File: src/rtl/store_buffer_if.sv
// Core/memory bus bundle for the store buffer.
// The slave modport is the buffer itself; master is whatever drives the core and memory side.
interface store_buffer_if #(
  parameter int DEPTH = 4,
  parameter int AW    = 32
);
  localparam int CW = $clog2(DEPTH) + 1;

  logic          cpu_we;
  logic [AW-1:0] cpu_addr;
  logic [31:0]   cpu_wd;
  logic [31:0]   cpu_rd;
  logic          stall;
  logic [AW-1:0] mem_raddr;
  logic [31:0]   mem_rd;
  logic          mem_ready;
  logic          mem_we;
  logic [AW-1:0] mem_waddr;
  logic [31:0]   mem_wd;
  logic          empty;
  logic [CW-1:0] count;

  modport slave (
    input  cpu_we, cpu_addr, cpu_wd, mem_rd, mem_ready,
    output cpu_rd, stall, mem_raddr, mem_we, mem_waddr, mem_wd, empty, count
  );

  modport master (
    output cpu_we, cpu_addr, cpu_wd, mem_rd, mem_ready,
    input  cpu_rd, stall, mem_raddr, mem_we, mem_waddr, mem_wd, empty, count
  );
endinterface

File: src/rtl/store_buffer.sv
// Posted-write FIFO between the core data port and data memory, with
// youngest-match load forwarding from buffered stores.
module store_buffer #(
  parameter int DEPTH = 4,
  parameter int AW    = 32
) (
  input  logic           clk,
  input  logic           reset,
  store_buffer_if.slave  bus
);
  localparam int PW = $clog2(DEPTH);
  localparam int CW = PW + 1;
  localparam int WW = AW - 2;

  logic [PW-1:0] head_q, head_d;
  logic [PW-1:0] tail_q, tail_d;
  logic [CW-1:0] count_q, count_d;
  logic [WW-1:0] word_q [DEPTH];
  logic [WW-1:0] word_d [DEPTH];
  logic [31:0]   data_q [DEPTH];
  logic [31:0]   data_d [DEPTH];

  logic          full;
  logic          drain;
  logic          accept;
  logic [31:0]   fwd_data;
  logic [PW-1:0] idx;

  // A full buffer still takes a store when the head leaves in the same cycle.
  always_comb begin
    full    = (count_q == CW'(DEPTH));
    drain   = bus.mem_ready & (count_q != '0);
    accept  = bus.cpu_we & (~full | drain);
    head_d  = drain  ? head_q + PW'(1) : head_q;
    tail_d  = accept ? tail_q + PW'(1) : tail_q;
    count_d = count_q;
    if (accept && !drain) begin
      count_d = count_q + CW'(1);
    end else if (!accept && drain) begin
      count_d = count_q - CW'(1);
    end
    word_d = word_q;
    data_d = data_q;
    if (accept) begin
      word_d[tail_q] = bus.cpu_addr[AW-1:2];
      data_d[tail_q] = bus.cpu_wd;
    end
  end

  // Walk oldest to youngest so the last hit is the youngest store to that word.
  always_comb begin
    fwd_data = bus.mem_rd;
    idx      = '0;
    for (int i = 0; i < DEPTH; i++) begin
      idx = head_q + PW'(i);
      if ((CW'(i) < count_q) && (word_q[idx] == bus.cpu_addr[AW-1:2])) begin
        fwd_data = data_q[idx];
      end
    end
  end

  assign bus.cpu_rd    = fwd_data;
  assign bus.stall     = bus.cpu_we & full & ~bus.mem_ready;
  assign bus.mem_raddr = bus.cpu_addr;
  assign bus.mem_we    = drain;
  assign bus.mem_waddr = {word_q[head_q], 2'b00};
  assign bus.mem_wd    = data_q[head_q];
  assign bus.empty     = (count_q == '0);
  assign bus.count     = count_q;

  always_ff @(posedge clk) begin
    if (!reset) begin
      head_q  <= '0;
      tail_q  <= '0;
      count_q <= '0;
    end else begin
      head_q  <= head_d;
      tail_q  <= tail_d;
      count_q <= count_d;
    end
  end

  always_ff @(posedge clk) begin
    word_q <= word_d;
    data_q <= data_d;
  end
endmodule

File: src/flat_wrapper.sv
// flat-port wrapper written by rule: the top's interface ports become plain ports
module store_buffer_flat 
#(
  parameter int DEPTH = 4,
  parameter int AW    = 32
)
  (clk, reset, bus_cpu_we, bus_cpu_addr, bus_cpu_wd, bus_mem_rd, bus_mem_ready, bus_cpu_rd, bus_stall, bus_mem_raddr, bus_mem_we, bus_mem_waddr, bus_mem_wd, bus_empty, bus_count);
  store_buffer_if #(.DEPTH(DEPTH), .AW(AW)) bus_i ();
  input  logic clk;
  input  logic reset;
  input wire logic [$bits(bus_i.cpu_we)-1:0] bus_cpu_we;
  input wire logic [$bits(bus_i.cpu_addr)-1:0] bus_cpu_addr;
  input wire logic [$bits(bus_i.cpu_wd)-1:0] bus_cpu_wd;
  input wire logic [$bits(bus_i.mem_rd)-1:0] bus_mem_rd;
  input wire logic [$bits(bus_i.mem_ready)-1:0] bus_mem_ready;
  output wire logic [$bits(bus_i.cpu_rd)-1:0] bus_cpu_rd;
  output wire logic [$bits(bus_i.stall)-1:0] bus_stall;
  output wire logic [$bits(bus_i.mem_raddr)-1:0] bus_mem_raddr;
  output wire logic [$bits(bus_i.mem_we)-1:0] bus_mem_we;
  output wire logic [$bits(bus_i.mem_waddr)-1:0] bus_mem_waddr;
  output wire logic [$bits(bus_i.mem_wd)-1:0] bus_mem_wd;
  output wire logic [$bits(bus_i.empty)-1:0] bus_empty;
  output wire logic [$bits(bus_i.count)-1:0] bus_count;
  assign bus_i.cpu_we = bus_cpu_we;
  assign bus_i.cpu_addr = bus_cpu_addr;
  assign bus_i.cpu_wd = bus_cpu_wd;
  assign bus_i.mem_rd = bus_mem_rd;
  assign bus_i.mem_ready = bus_mem_ready;
  assign bus_cpu_rd = bus_i.cpu_rd;
  assign bus_stall = bus_i.stall;
  assign bus_mem_raddr = bus_i.mem_raddr;
  assign bus_mem_we = bus_i.mem_we;
  assign bus_mem_waddr = bus_i.mem_waddr;
  assign bus_mem_wd = bus_i.mem_wd;
  assign bus_empty = bus_i.empty;
  assign bus_count = bus_i.count;
  store_buffer #(.DEPTH(DEPTH), .AW(AW)) u_core (.clk(clk), .reset(reset), .bus(bus_i));
endmodule
File: config.mk
export PLATFORM = sky130hd
export DESIGN_NAME = store_buffer_flat
export DESIGN_NICKNAME = d
export VERILOG_FILES = /design/src/rtl/store_buffer_if.sv /design/src/rtl/store_buffer.sv /design/src/flat_wrapper.sv
export SDC_FILE = /design/constraint.sdc
export NUM_CORES = 1
export LEC_CHECK = 0
export CORE_MARGIN = 2
export CORE_UTILIZATION = 42
export CTS_BUF_LIST = sky130_fd_sc_hd__clkbuf_4
export DETAILED_ROUTE_END_ITERATION = 6
export HOLD_SLACK_MARGIN = 0.02
export SLEW_MARGIN = 20
export SYNTH_ARGS = -nofsm -noshare
export SYNTH_HDL_FRONTEND = slang
export SYNTH_SLANG_ARGS = --single-unit
File: constraint.sdc
create_clock -name clk -period 6.3 [get_ports clk]
set_input_delay 1.26 -clock clk [delete_from_list [all_inputs] [get_ports clk]]
set_output_delay 1.26 -clock clk [all_outputs]
set_load 0.02 [all_outputs]
==> results of run 1 <==
## worst max path at each step
stage / cells after the start / from / end / slack [ns]
after CTS: 12 / u_core.head_q[0]$_SDFFE_PN0P_ / bus_cpu_rd[27] / 0.05
after floorplan: 11 / bus_cpu_addr[19] / bus_cpu_rd[22] / 1.44
final: 11 / bus_cpu_addr[26] / bus_cpu_rd[25] / 0.17
after detailed placement: 11 / bus_cpu_addr[11] / bus_cpu_rd[27] / 0.16
after global routing: 11 / bus_cpu_addr[26] / bus_cpu_rd[25] / 0.003
after global placement: 11 / bus_cpu_addr[11] / bus_cpu_rd[27] / 0.11
## logic make-up after synthesis
family          Yosys count  synth area share
compound gates          385            0.1532
mux                     311            0.2150
xor+xnor                 86           0.04343
other cells               1         0.0002162
buf+inv                 189           0.06125
flops                   255            0.4375
fa+ha+maj                 9          0.006493
simple gates            300           0.08296
## layout by cell type (no fill, tap or decap), types with 11 or more instances in the layout
master,n
buf_4,90
nand3_1,11
mux2i_1,180
nor2_1,73
mux2_2,87
edfxtp_1,248
clkinv_1,16
and2_1,40
o22ai_1,13
o21ai_0,80
o21a_1,35
clkbuf_4,98
o211ai_1,34
xnor2_1,67
xor2_1,19
inv_1,23
a21oi_1,79
nand2_1,120
a211oi_1,34
o221ai_1,37
clkdlybuf4s50_1,227
mux4_2,40
## cell type report
class                   count  area (um^2)
diodes                      3        7.507
well taps                 532        665.6
flip-flops and latches    255         7595
clock buffers              98        735.7
inverters                  24        95.09
fillers                  3665        19690
multi-input cells        1093         8740
clock inverters            31        161.4
repair buffers            327         3143
## metrics by stage
| stage | setup WS, ns | cells | total power, W | cell area [um^2] |
|---|---|---|---|---|
| floorplan | 1.440 | 1537 | 0.004800 | 17350 |
| global placement | 0.1089 | 2221 | 0.006011 | 20110 |
| detailed placement | 0.1556 | 2221 | 0.006038 | 20110 |
| CTS | 0.04659 | 2351 | 0.007577 | 21030 |
| global route | 0.002599 | 2363 | 0.008004 | 21140 |
| finish | 0.1748 | 2363 | 0.007610 | 21140 |
## worst max-delay path: cells and delay by family
family                 cells  cell delay (ns)
AO/OA/AOI/OAI              4             1.33
buffers and inverters      4             1.75
AND/OR/NAND/NOR            3             0.50
## power groups by stage
stage / clock (W) / combinational (W) / sequential, W
finish: 0.00150 / 0.00396 / 0.00215
global route: 0.00162 / 0.00421 / 0.00217
CTS: 0.00154 / 0.00386 / 0.00217
detailed placement: 0 / 0.00381 / 0.00223
global placement: 0 / 0.00379 / 0.00222
floorplan: 0 / 0.00266 / 0.00214
## sequential cells by signal, indices dropped and copies added (netlist names)
register / flops
u_core.data_q: 128
u_core.tail_q: 2
u_core.bus.count: 3
u_core.head_q: 2
u_core.word_q: 120
## repair_timing
action | CTS | global route
resized for setup | 1 | 2
pin swaps | 0 | 1
setup endpoints to repair | 32 | 32
buffers inserted | 1 | 9
## layer usage
layer,vias up,wire [um]
li1,6393,-
met1,6940,24680
met2,619,26230
met3,107,3952
met4,0,1564
met5,-,0
==> summary.md, run 1 <==
| Metric | Value |
|---|---|
| Wirelength per Cell | 23.88 um |
| Met3 Use GR | 0.04750 |
| Crit path time final | 6.125 ns |
| Pint | 0.004586 W |
| Critical Path Max Stage Delay | 0.65 ns |
| DR pass1 iterations | 7 |
| Post-Route Skew | 0.02644 ns |
| Final core utilization | 0.5178 |
| Largest net degree at the start of global routing | 111 |
| Initial antenna violation count | 3 |
| GRT Resource Usage Total | 0.2563 |
| Maxcap violations | 0 |
| Crit path top cell by count | clkdlybuf4s50_1 |
| PD cells | 359.9 mW/mm^2 |
| CP endpoint kind | output port |
| DP HPWL | 38950 um |
| Met1 usage | 0.3523 |
| Synthesized area per cell | 11.29 um^2 |
| TritonCTS Sinks | 255 |
| Final Cycle Share | 0.9722 |
| Post-CTS Hold Fix Bufs | 0 |
| CTS tree | done |
| Grt peak-use layer | met2 |
| Total routed wirelength | 56430 um |
| Comb power frac | 0.520 |
| Clock share of power | 0.197 |
| Worst path slowest cell | clkdlybuf4s50_1 |
| Max Slew Vio Count | 0 |
| Clk slew on worst S/H paths | 0.06 ns |
| Primary FF master, synth | edfxtp_1 |
| Routability cong. | 1.007 |
| I/O Buffers | 227 |
| RR Endpoint | u_core.word_q[106]$_DFFE_PP_ |
| Switching share of power | 0.3973 |
| Core ar. | 0.04083 mm^2 |
| Post-synthesis cell count | 1536 |
| Failing checks | design-rule violations |
| Cell row count | 74 |
| Flops & latches, synth | 255 |
| Setup violators final | 0 |
| Top-count cell post-synth | edfxtp_1 |
| EDFF count, synth | 248 |
| CP Cell Sequence | clkdlybuf4s50_1 > inv_1 > a222oi_1 > nand4_1 > a211oi_2 > nand4_4 > nor2_4 > buf_12 > o221ai_1 > a21oi_1 > clkdlybuf4s50_1 |
| Fin Hold WS | 0.5608 ns |
| Worst-Skew Late Latency | 0.73 ns |
| H-tree levels | 3 |
| Max-slew headroom | 0.2662 |
| WHS Path Cells | 2 |
| Deepest clock path buffer count | 3 |
| Fmax | 163.3 MHz |
| Worst Hold Class | register to register |
| Area contributors post-synth | edfxtp_1 43%, mux2i_1 10%, mux2_2 5.6% |
| VDD IR max | 0.0003265 V |
| Net switching power figure | 0.003023 W |
| Lkg Pwr | 7.120 nW |
| Final hold vios | 0 |
| Unrepaired setup endpoints after global routing | false |
| Num ports | 234 |
| Residual DRC count | 2 |
| Worst setup SP type | primary input |
| Ys async rst share | 0 |
| DR vias | 14059 |
| Yosys Warn Count | 0 |
| Area grow syn2layout | 21.90% |
| Reg-to-reg slack, setup | 3.46 ns |
| Hold EP | u_core.tail_q[1]$_SDFFE_PN0P_ |
| Clk root buf | clkbuf_4 |
| Final TNS setup | 0 ns |
| CP arrival | 4.87 ns |
| Met2 Usage GRT | 0.4067 |
| Ratio of cells with drive above 1 in the final layout | 0.2013 |
| First-pass GRT wire length | 84750 um |
| Die Y-Extent | 207.2 um |
| Area leader, netlist | edfxtp_1 |
| Total Nets Final | 1881 |
| Data required, critical path | 5.04 ns |
| Crit path kind | primary input to output port |
| Final ANT Viol Nets | 0 |
| Register area share after synthesis | 0.4375 |
| TritonCTS Buffers | 71 |
| Reg-to-reg startpoint | u_core.bus.count[0]$_SDFFE_PN0P_ |
| Grt ovf | 0 |
| Initial DRC count | 1280 |
| Status | finished, violations left |
| Sequential power share | 0.283 |
| Drt via density | 5.950 |
| Number of cells on the worst reg-to-reg path | 6 |
| Most instantiated cells after synthesis | 248 x edfxtp_1, 181 x mux2i_1, 120 x nand2_1, 87 x mux2_2, 80 x o21ai_0 |
| Synthesized cell area | 0.01734 mm^2 |
| Vias in the first global route | 13920 |
| Hold Crit Start | u_core.tail_q[1]$_SDFFE_PN0P_ |
| Crit-path max FO | 32 |
| Count of cell types in the netlist | 79 |
| Worst-margin pin slew | 1.101 ns |
| Top-area cell type share of the netlist area | 0.4294 |
| Die W | 207.2 um |
| Initial core utilization | 0.4248 |
| Die area | 0.04294 mm^2 |
Power figures use the tool's default switching activity.
==> run 2, diff against run 1 <==
--- a/config.mk
+++ b/config.mk
@@ -5,11 +5,11 @@
 export SDC_FILE = /design/constraint.sdc
 export NUM_CORES = 1
 export LEC_CHECK = 0
-export CORE_MARGIN = 2
 export CORE_UTILIZATION = 42
 export CTS_BUF_LIST = sky130_fd_sc_hd__clkbuf_4
 export DETAILED_ROUTE_END_ITERATION = 6
 export HOLD_SLACK_MARGIN = 0.02
+export PLACE_DENSITY = 0.66
 export SLEW_MARGIN = 20
 export SYNTH_ARGS = -nofsm -noshare
 export SYNTH_HDL_FRONTEND = slang
==> constraint.sdc (replaced) <==
create_clock -name clk -period 5.6 [get_ports clk]
set_input_delay 1.12 -clock clk [delete_from_list [all_inputs] [get_ports clk]]
set_output_delay 1.12 -clock clk [all_outputs]
set_load 0.02 [all_outputs]
==> run 2 against run 1 <==
Net effect: the flow still finishes with violations (design-rule violations); flip-flop and latch count unchanged; hold slack improved by 0.0077 ns; combinational power is 16% higher; via count up 0.60%; utilization increased by 1.2 points; setup slack got worse by 0.084 ns.
==> summary.md, run 2 (synthesis gave the netlist of run 1 again) <==
| Metric | Value |
|---|---|
| CP endpoint kind | output port |
| Total Nets Final | 1905 (+1.3%) |
| Crit path time final | 5.510 ns |
| Final hold vios | 0 (unchanged) |
| Worst-Skew Late Latency | 0.75 ns (+0.02 ns) |
| Total routed wirelength | 55370 um (-1.9%) |
| Die area | 0.04211 mm^2 (-1.9%) |
| Cell row count | 74 (unchanged) |
| Reg-to-reg slack, setup | 2.84 ns (-0.62 ns) |
| Crit path kind | register to output port |
| DR vias | 14144 (+0.60%) |
| Clk root buf | clkbuf_4 |
| Deepest clock path buffer count | 3 (unchanged) |
| CP Cell Sequence | buf_8 > buf_16 > mux2_2 > a222oi_1 > a31oi_2 > a2111oi_4 > buf_4 > o2111a_2 > buf_12 > buf_12 > nand2_1 > o221ai_1 > a21oi_1 > clkdlybuf4s15_1 |
| Status | finished, violations left |
| Initial antenna violation count | 1 (-2) |
| Unrepaired setup endpoints after global routing | false |
| GRT Resource Usage Total | 0.2622 (+0.005899) |
| Worst path slowest cell | a222oi_1 |
| RR Endpoint | u_core.word_q[109]$_DFFE_PP_ |
| Data required, critical path | 4.48 ns (-0.56 ns) |
| Total power | 0.008883 W (+17%) |
| Detailed-routed wire length on met2 | 25690 um (-2.0%) |
| Ratio of cells with drive above 1 in the final layout | 0.2272 (+0.02591) |
| Num ports | 234 (unchanged) |
| Post-Route Skew | 0.03998 ns (+0.01354 ns) |
| Worst setup SP type | register |
| H-tree levels | 3 (unchanged) |
| VDD IR max | 0.0003189 V (-2.3%) |
| WL met1 | 23820 um (-3.5%) |
| Area grow syn2layout | 24.56% |
| DR pass1 iterations | 7 (unchanged) |
| Max-slew headroom | 0.3202 (+0.05397) |
| Final TNS setup | 0 ns (unchanged) |
| Crit-path max FO | 15 (-53%) |
| Initial DRC count | 1392 (+8.8%) |
| Final Cycle Share | 0.9839 |
| Setup violators final | 0 (unchanged) |
| Grt ovf | 0 (unchanged) |
| Final ANT Viol Nets | 0 (unchanged) |
| TritonCTS Buffers | 71 (unchanged) |
| Die W | 205.2 um (-0.97%) |
| CTS tree | done |
| Worst path buffer plus inverter count | 6 (+2) |
| Max Slew Vio Count | 0 (unchanged) |
| DP HPWL | 38650 um (-0.76%) |
| Fin cells | 2379 (+0.68%) |
| Placed cells | 2250 (+1.3%) |
| Number of cells on the worst reg-to-reg path | 6 (unchanged) |
| Vias in the first global route | 13863 (-0.41%) |
| Largest net degree at the start of global routing | 105 (-5.4%) |
| PD cells | 411.2 mW/mm^2 (+14%) |
| Clk slew on worst S/H paths | 0.07 ns (about the same) |
| WHS Path Cells | 2 (unchanged) |
| Final core utilization | 0.5303 (+0.01248) |
| I/O Buffers | 227 (unchanged) |
| Metal3 WL | 4322 um (+9.4%) |
| TritonCTS Sinks | 255 (unchanged) |
| Routability cong. | 1.009 (+0.18%) |
| Fmax | 181.5 MHz |
| Wirelength per Cell | 23.27 um (-2.5%) |
| Top layer reached by signal wires | met4 |
| CP delay by family, top | compound AO/OA/AOI/OAI gates |
| Commonest non-fill, non-tap cell in the layout | edfxtp_1 |
| Hold Crit Start | u_core.tail_q[1]$_SDFFE_PN0P_ |
| First-pass GRT wire length | 83060 um (-2.0%) |
| Residual DRC count | 4 (+2) |
| Post-CTS Hold Fix Bufs | 0 (unchanged) |
| Hold EP | u_core.tail_q[1]$_SDFFE_PN0P_ |
| Worst Hold Class | register to register |
| Drt via density | 5.945 (about the same) |
| Worst-margin pin slew | 1.020 ns (-0.08096 ns) |
| Largest reg by FF count | u_core.data_q |
| Crit path top cell by count | buf_12 |
| Commonest cells after routing, fill and taps aside | 248 x edfxtp_1, 194 x clkdlybuf4s50_1, 172 x mux2i_1 |
| Fin Hold WS | 0.5686 ns (+0.007735 ns) |
| Initial core utilization | 0.4257 (+0.0009654) |
| Maxcap violations | 0 (unchanged) |
| Die Y-Extent | 205.2 um (-0.97%) |
| Reg-to-reg startpoint | u_core.bus.count[0]$_SDFFE_PN0P_ |
| Core ar. | 0.04074 mm^2 (-0.23%) |
| Max reg flops | 128 (unchanged) |
| Lkg Pwr | 7.382 nW (+3.7%) |
| CP arrival | 4.39 ns (-0.48 ns) |
| Critical Path Max Stage Delay | 0.48 ns (-0.17 ns) |
| Failing checks | design-rule violations |
-- run 2: tightest hold or removal path: cells and delay by family (launching register included) --
family | cells | cell delay, ns
multiplexers | 1 | 0.13
AND/OR/NAND/NOR | 1 | 0.06
flip-flops | 1 | 0.34
-- run 2: repair_timing --
item                       CTS  global route
setup endpoints to repair   32            23
buffers inserted             3             0
pin swaps                    3             3
gates cloned                 1             1
resized for setup           53            44
-- run 2: final cells by class --
cell class | count | area, um^2
antenna | 3 | 7.507
clock buffer | 98 | 735.7
clock inverter | 23 | 247.7
fill | 3615 | 19140
inverter | 24 | 92.59
multi-input combinational | 1093 | 8812
sequential | 255 | 7595
tap | 532 | 665.6
timing repair buffer | 351 | 3447
-- run 2: worst max-delay path by stage --
stage | slack (ns) | from | cells after the start | end
after detailed placement | -0.30 | bus_cpu_addr[11] | 13 | bus_cpu_rd[27]
after CTS | 0.04 | u_core.head_q[0]$_SDFFE_PN0P_ | 14 | bus_cpu_rd[27]
after floorplan | 1.02 | bus_cpu_addr[19] | 11 | bus_cpu_rd[22]
final | 0.09 | u_core.head_q[0]$_SDFFE_PN0P_ | 14 | bus_cpu_rd[22]
after global routing | 0.003 | u_core.head_q[0]$_SDFFE_PN0P_ | 14 | bus_cpu_rd[23]
after global placement | -0.35 | bus_cpu_addr[11] | 13 | bus_cpu_rd[27]
-- run 2: layer usage --
metal	vias up	track usage
met2	672	0.4131
met5	-	0
li1	6427	-
met1	6924	0.3630
met4	0	0.08704
met3	121	0.04862
-- run 2: where the power goes --
part,switching (W),internal (W),leakage [nW]
clock,0.000797,0.00109,0.577
sequential,0.000120,0.00229,2.33
combinational,0.00250,0.00209,4.47
total,0.00342,0.00547,7.38
-- run 2: through the flow --
step,worst slack (ns),cell area [um^2]
after floorplan,1.020,17350
after global placement,-0.3538,20460
after detailed placement,-0.3042,20460
after CTS,0.04473,21580
after global routing,0.002620,21600
final,0.09038,21600
==> run 3, diff against run 2 <==
--- a/config.mk
+++ b/config.mk
@@ -10,6 +10,7 @@
 export DETAILED_ROUTE_END_ITERATION = 6
 export HOLD_SLACK_MARGIN = 0.02
 export PLACE_DENSITY = 0.66
+export REMOVE_ABC_BUFFERS = 1
 export SLEW_MARGIN = 20
 export SYNTH_ARGS = -nofsm -noshare
 export SYNTH_HDL_FRONTEND = slang
==> run 3 against run 2 <==
Net effect: the flow still finishes with violations (design-rule violations); clock skew down 0.011 ns; wire length shrank 0.76%; critical path depth is 2 lower; via count fell by 0.58%; sequential power about the same; sequential share of layout area is 0.19 points higher; maximum frequency rose by 0.57%; clock power shrank 18%; non-clock buffer count grew 10; flip-flop and latch count unchanged; final area fell by 0.54%; largest power group unchanged.
==> summary.md, run 3 (synthesis gave the netlist of run 1 again) <==
| Metric | Value |
|---|---|
| Final hold vios | 0 (unchanged) |
| Clock share of power | 0.183 (-0.029) |
| Clk root buf | clkbuf_4 |
| Hold Crit Start | u_core.tail_q[1]$_SDFFE_PN0P_ |
| Largest net degree at the start of global routing | 85 (-19%) |
| Initial antenna violation count | 2 (+1) |
| TritonCTS Sinks | 255 (unchanged) |
| Crit path time final | 5.478 ns (-0.03142 ns) |
| Post-Route Skew | 0.02867 ns (-0.01132 ns) |
| Final instance area | 0.02149 mm^2 (-0.54%) |
| Ratio of cells with drive above 1 in the final layout | 0.2184 (-0.008845) |
| Area grow syn2layout | 23.89% |
| CP arrival | 4.36 ns (-0.03 ns) |
| Hold EP | u_core.tail_q[1]$_SDFFE_PN0P_ |
| Commonest non-fill, non-tap cell in the layout | edfxtp_1 |
| CP endpoint kind | output port |
| Max-slew headroom | 0.3290 (+0.008847) |
| Net switching power figure | 0.003308 W (-3.2%) |
| GRT Resource Usage Total | 0.2593 (-0.002882) |
| Die W | 205.2 um (unchanged) |
| I/O Buffers | 227 (unchanged) |
| Total Nets Final | 1915 (+0.52%) |
| Worst Hold Class | register to register |
| RR Endpoint | u_core.word_q[55]$_DFFE_PP_ |
| Reg-to-reg startpoint | u_core.bus.count[0]$_SDFFE_PN0P_ |
| Die Y-Extent | 205.2 um (unchanged) |
| Final ANT Viol Nets | 0 (unchanged) |
| Drt via density | 5.896 (-0.83%) |
| VDD IR max | 0.0002166 V (-32%) |
| Status | finished, violations left |
| Cell row count | 74 (unchanged) |
| DR vias | 14062 (-0.58%) |
| DR pass1 iterations | 7 (unchanged) |
| Commonest cells after routing, fill and taps aside | 248 x edfxtp_1, 194 x clkdlybuf4s50_1, 178 x mux2i_1 |
| Final TNS setup | 0 ns (unchanged) |
| DP Area | 0.02058 mm^2 (+0.57%) |
| Switching share of power | 0.3924 (+0.007694) |
| Worst-margin pin slew | 1.006 ns (-0.01327 ns) |
| Comb power frac | 0.530 (+0.013) |
| Data required, critical path | 4.48 ns (about the same) |
| Placed cells | 2260 (+0.44%) |
| Total routed wirelength | 54950 um (-0.76%) |
| WHS Path Cells | 2 (unchanged) |
| Vias in the first global route | 13921 (+0.42%) |
| Final Cycle Share | 0.9783 (-0.005610) |
| Fmax | 182.5 MHz (+0.57%) |
| Fin cells | 2385 (+0.25%) |
| First-pass GRT wire length | 82210 um (-1.0%) |
| Die area | 0.04211 mm^2 (unchanged) |
| Largest reg by FF count | u_core.data_q |
| Num ports | 234 (unchanged) |
| DP HPWL | 38520 um (-0.34%) |
| Crit-path max FO | 10 (-5) |
| Number of cells on the worst reg-to-reg path | 6 (unchanged) |
| Final core utilization | 0.5274 (-0.002857) |
| Worst-Skew Late Latency | 0.69 ns (-0.06 ns) |
| Grt ovf | 0 (unchanged) |
| Wirelength per Cell | 23.04 um (-1.0%) |
| Lkg Pwr | 7.339 nW (-0.58%) |
| H-tree levels | 3 (unchanged) |
| CTS tree | done |
| Unrepaired setup endpoints after global routing | false |
| Core ar. | 0.04074 mm^2 (unchanged) |
| Setup violators final | 0 (unchanged) |
| Clk slew on worst S/H paths | 0.05 ns (-0.02 ns) |
| Initial DRC count | 1155 (-17%) |
| Sequential power share | 0.287 (+0.016) |
| Deepest clock path buffer count | 3 (unchanged) |
| Initial core utilization | 0.4257 (unchanged) |
| Worst setup SP type | primary input |
| Routability cong. | 0.9474 (-6.1%) |
| Residual DRC count | 7 (+3) |
| Crit path kind | primary input to output port |
| TritonCTS Buffers | 71 (unchanged) |
| Reg-to-reg slack, setup | 2.82 ns (-0.02 ns) |
| Worst slack at placement | -0.3066 ns (-0.002389 ns) |
| Maxcap violations | 0 (unchanged) |
| Pint | 0.005124 W (-6.3%) |
| PD cells | 392.4 mW/mm^2 (-4.6%) |
| Failing checks | design-rule violations |
| Final worst setup slack | 0.1218 ns (+0.03142 ns) |
| Max reg flops | 128 (unchanged) |
| Max Slew Vio Count | 0 (unchanged) |
==> run 3: cell count changes in the layout (fill, tap and decap cells not counted), moves of 3 or more <==
cell           change
mux2i_2            -5
buf_4             +10
buf_12             +3
bufinv_16          -6
clkbuf_2          -11
dlygate4sd2_1     +13
mux2i_1            +6
==> run 3: power by group through the flow <==
stage	Combinational [W]	Sequential, W	Clock (W)
global placement	0.00431	0.00246	0
global route	0.00475	0.00244	0.00170
finish	0.00447	0.00242	0.00155
floorplan	0.00250	0.00270	0
detailed placement	0.00436	0.00247	0
CTS	0.00445	0.00242	0.00161
==> run 3: worst max path at each step <==
stage | startpoint | end | slack (ns)
2_1_floorplan | u_core.head_q[1]$_SDFFE_PN0P_ | bus_cpu_rd[0] | -8.25
3_3_place_gp | bus_cpu_addr[19] | bus_cpu_rd[5] | -0.33
3_5_place_dp | bus_cpu_addr[19] | bus_cpu_rd[5] | -0.31
4_1_cts | u_core.head_q[0]$_SDFFE_PN0P_ | bus_cpu_rd[5] | 0.02
5_1_grt | u_core.head_q[0]$_SDFFE_PN0P_ | bus_cpu_rd[21] | 0.0008
6_report | bus_cpu_addr[11] | bus_cpu_rd[8] | 0.12
==> run 3: area by class of cell <==
cell class | instances | area (um^2)
well taps | 532 | 665.6
repair buffers | 361 | 3531
diodes | 3 | 7.507
clock inverters | 18 | 68.82
clock buffers | 99 | 743.2
inverters | 24 | 95.09
flip-flops and latches | 255 | 7595
fillers | 3652 | 19250
multi-input cells | 1093 | 8781
==> run 3: critical path, cell delays in order <==
cell             delay (ns)
clkdlybuf4s50_1        0.62
buf_4                  0.22
o2bb2ai_1              0.12
or4_1                  0.59
a2111oi_4              0.35
o2111a_2               0.30
buf_12                 0.16
buf_12                 0.14
nand2_1                0.05
o221ai_1               0.25
a21oi_1                0.11
dlygate4sd2_1          0.33
==> run 3: what timing repair did <==
action | in CTS | in global routing
gates cloned | 1 | 0
resized for setup | 45 | 18
setup endpoints to repair | 32 | 32
pin swaps | 0 | 2
buffers inserted | 4 | 0
endpoints found under the hold margin | 0 | 0
hold buffers | 0 | 0
==> run 3: stage by stage <==
stage,power [W],hold slack [ns]
floorplan,0.005204,0.5277
global placement,0.006776,0.5603
detailed placement,0.006831,0.5638
CTS,0.008470,0.5736
global route,0.008890,0.6013
finish,0.008432,0.5619
==> run 3: routing by layer <==
layer	GRT usage	up-vias	wire length (um)
met3	0.05401	74	4820
li1	-	6440	-
met1	0.3344	6847	22640
met2	0.4264	701	26000
met4	0.1000	0	1490
met5	0	-	0
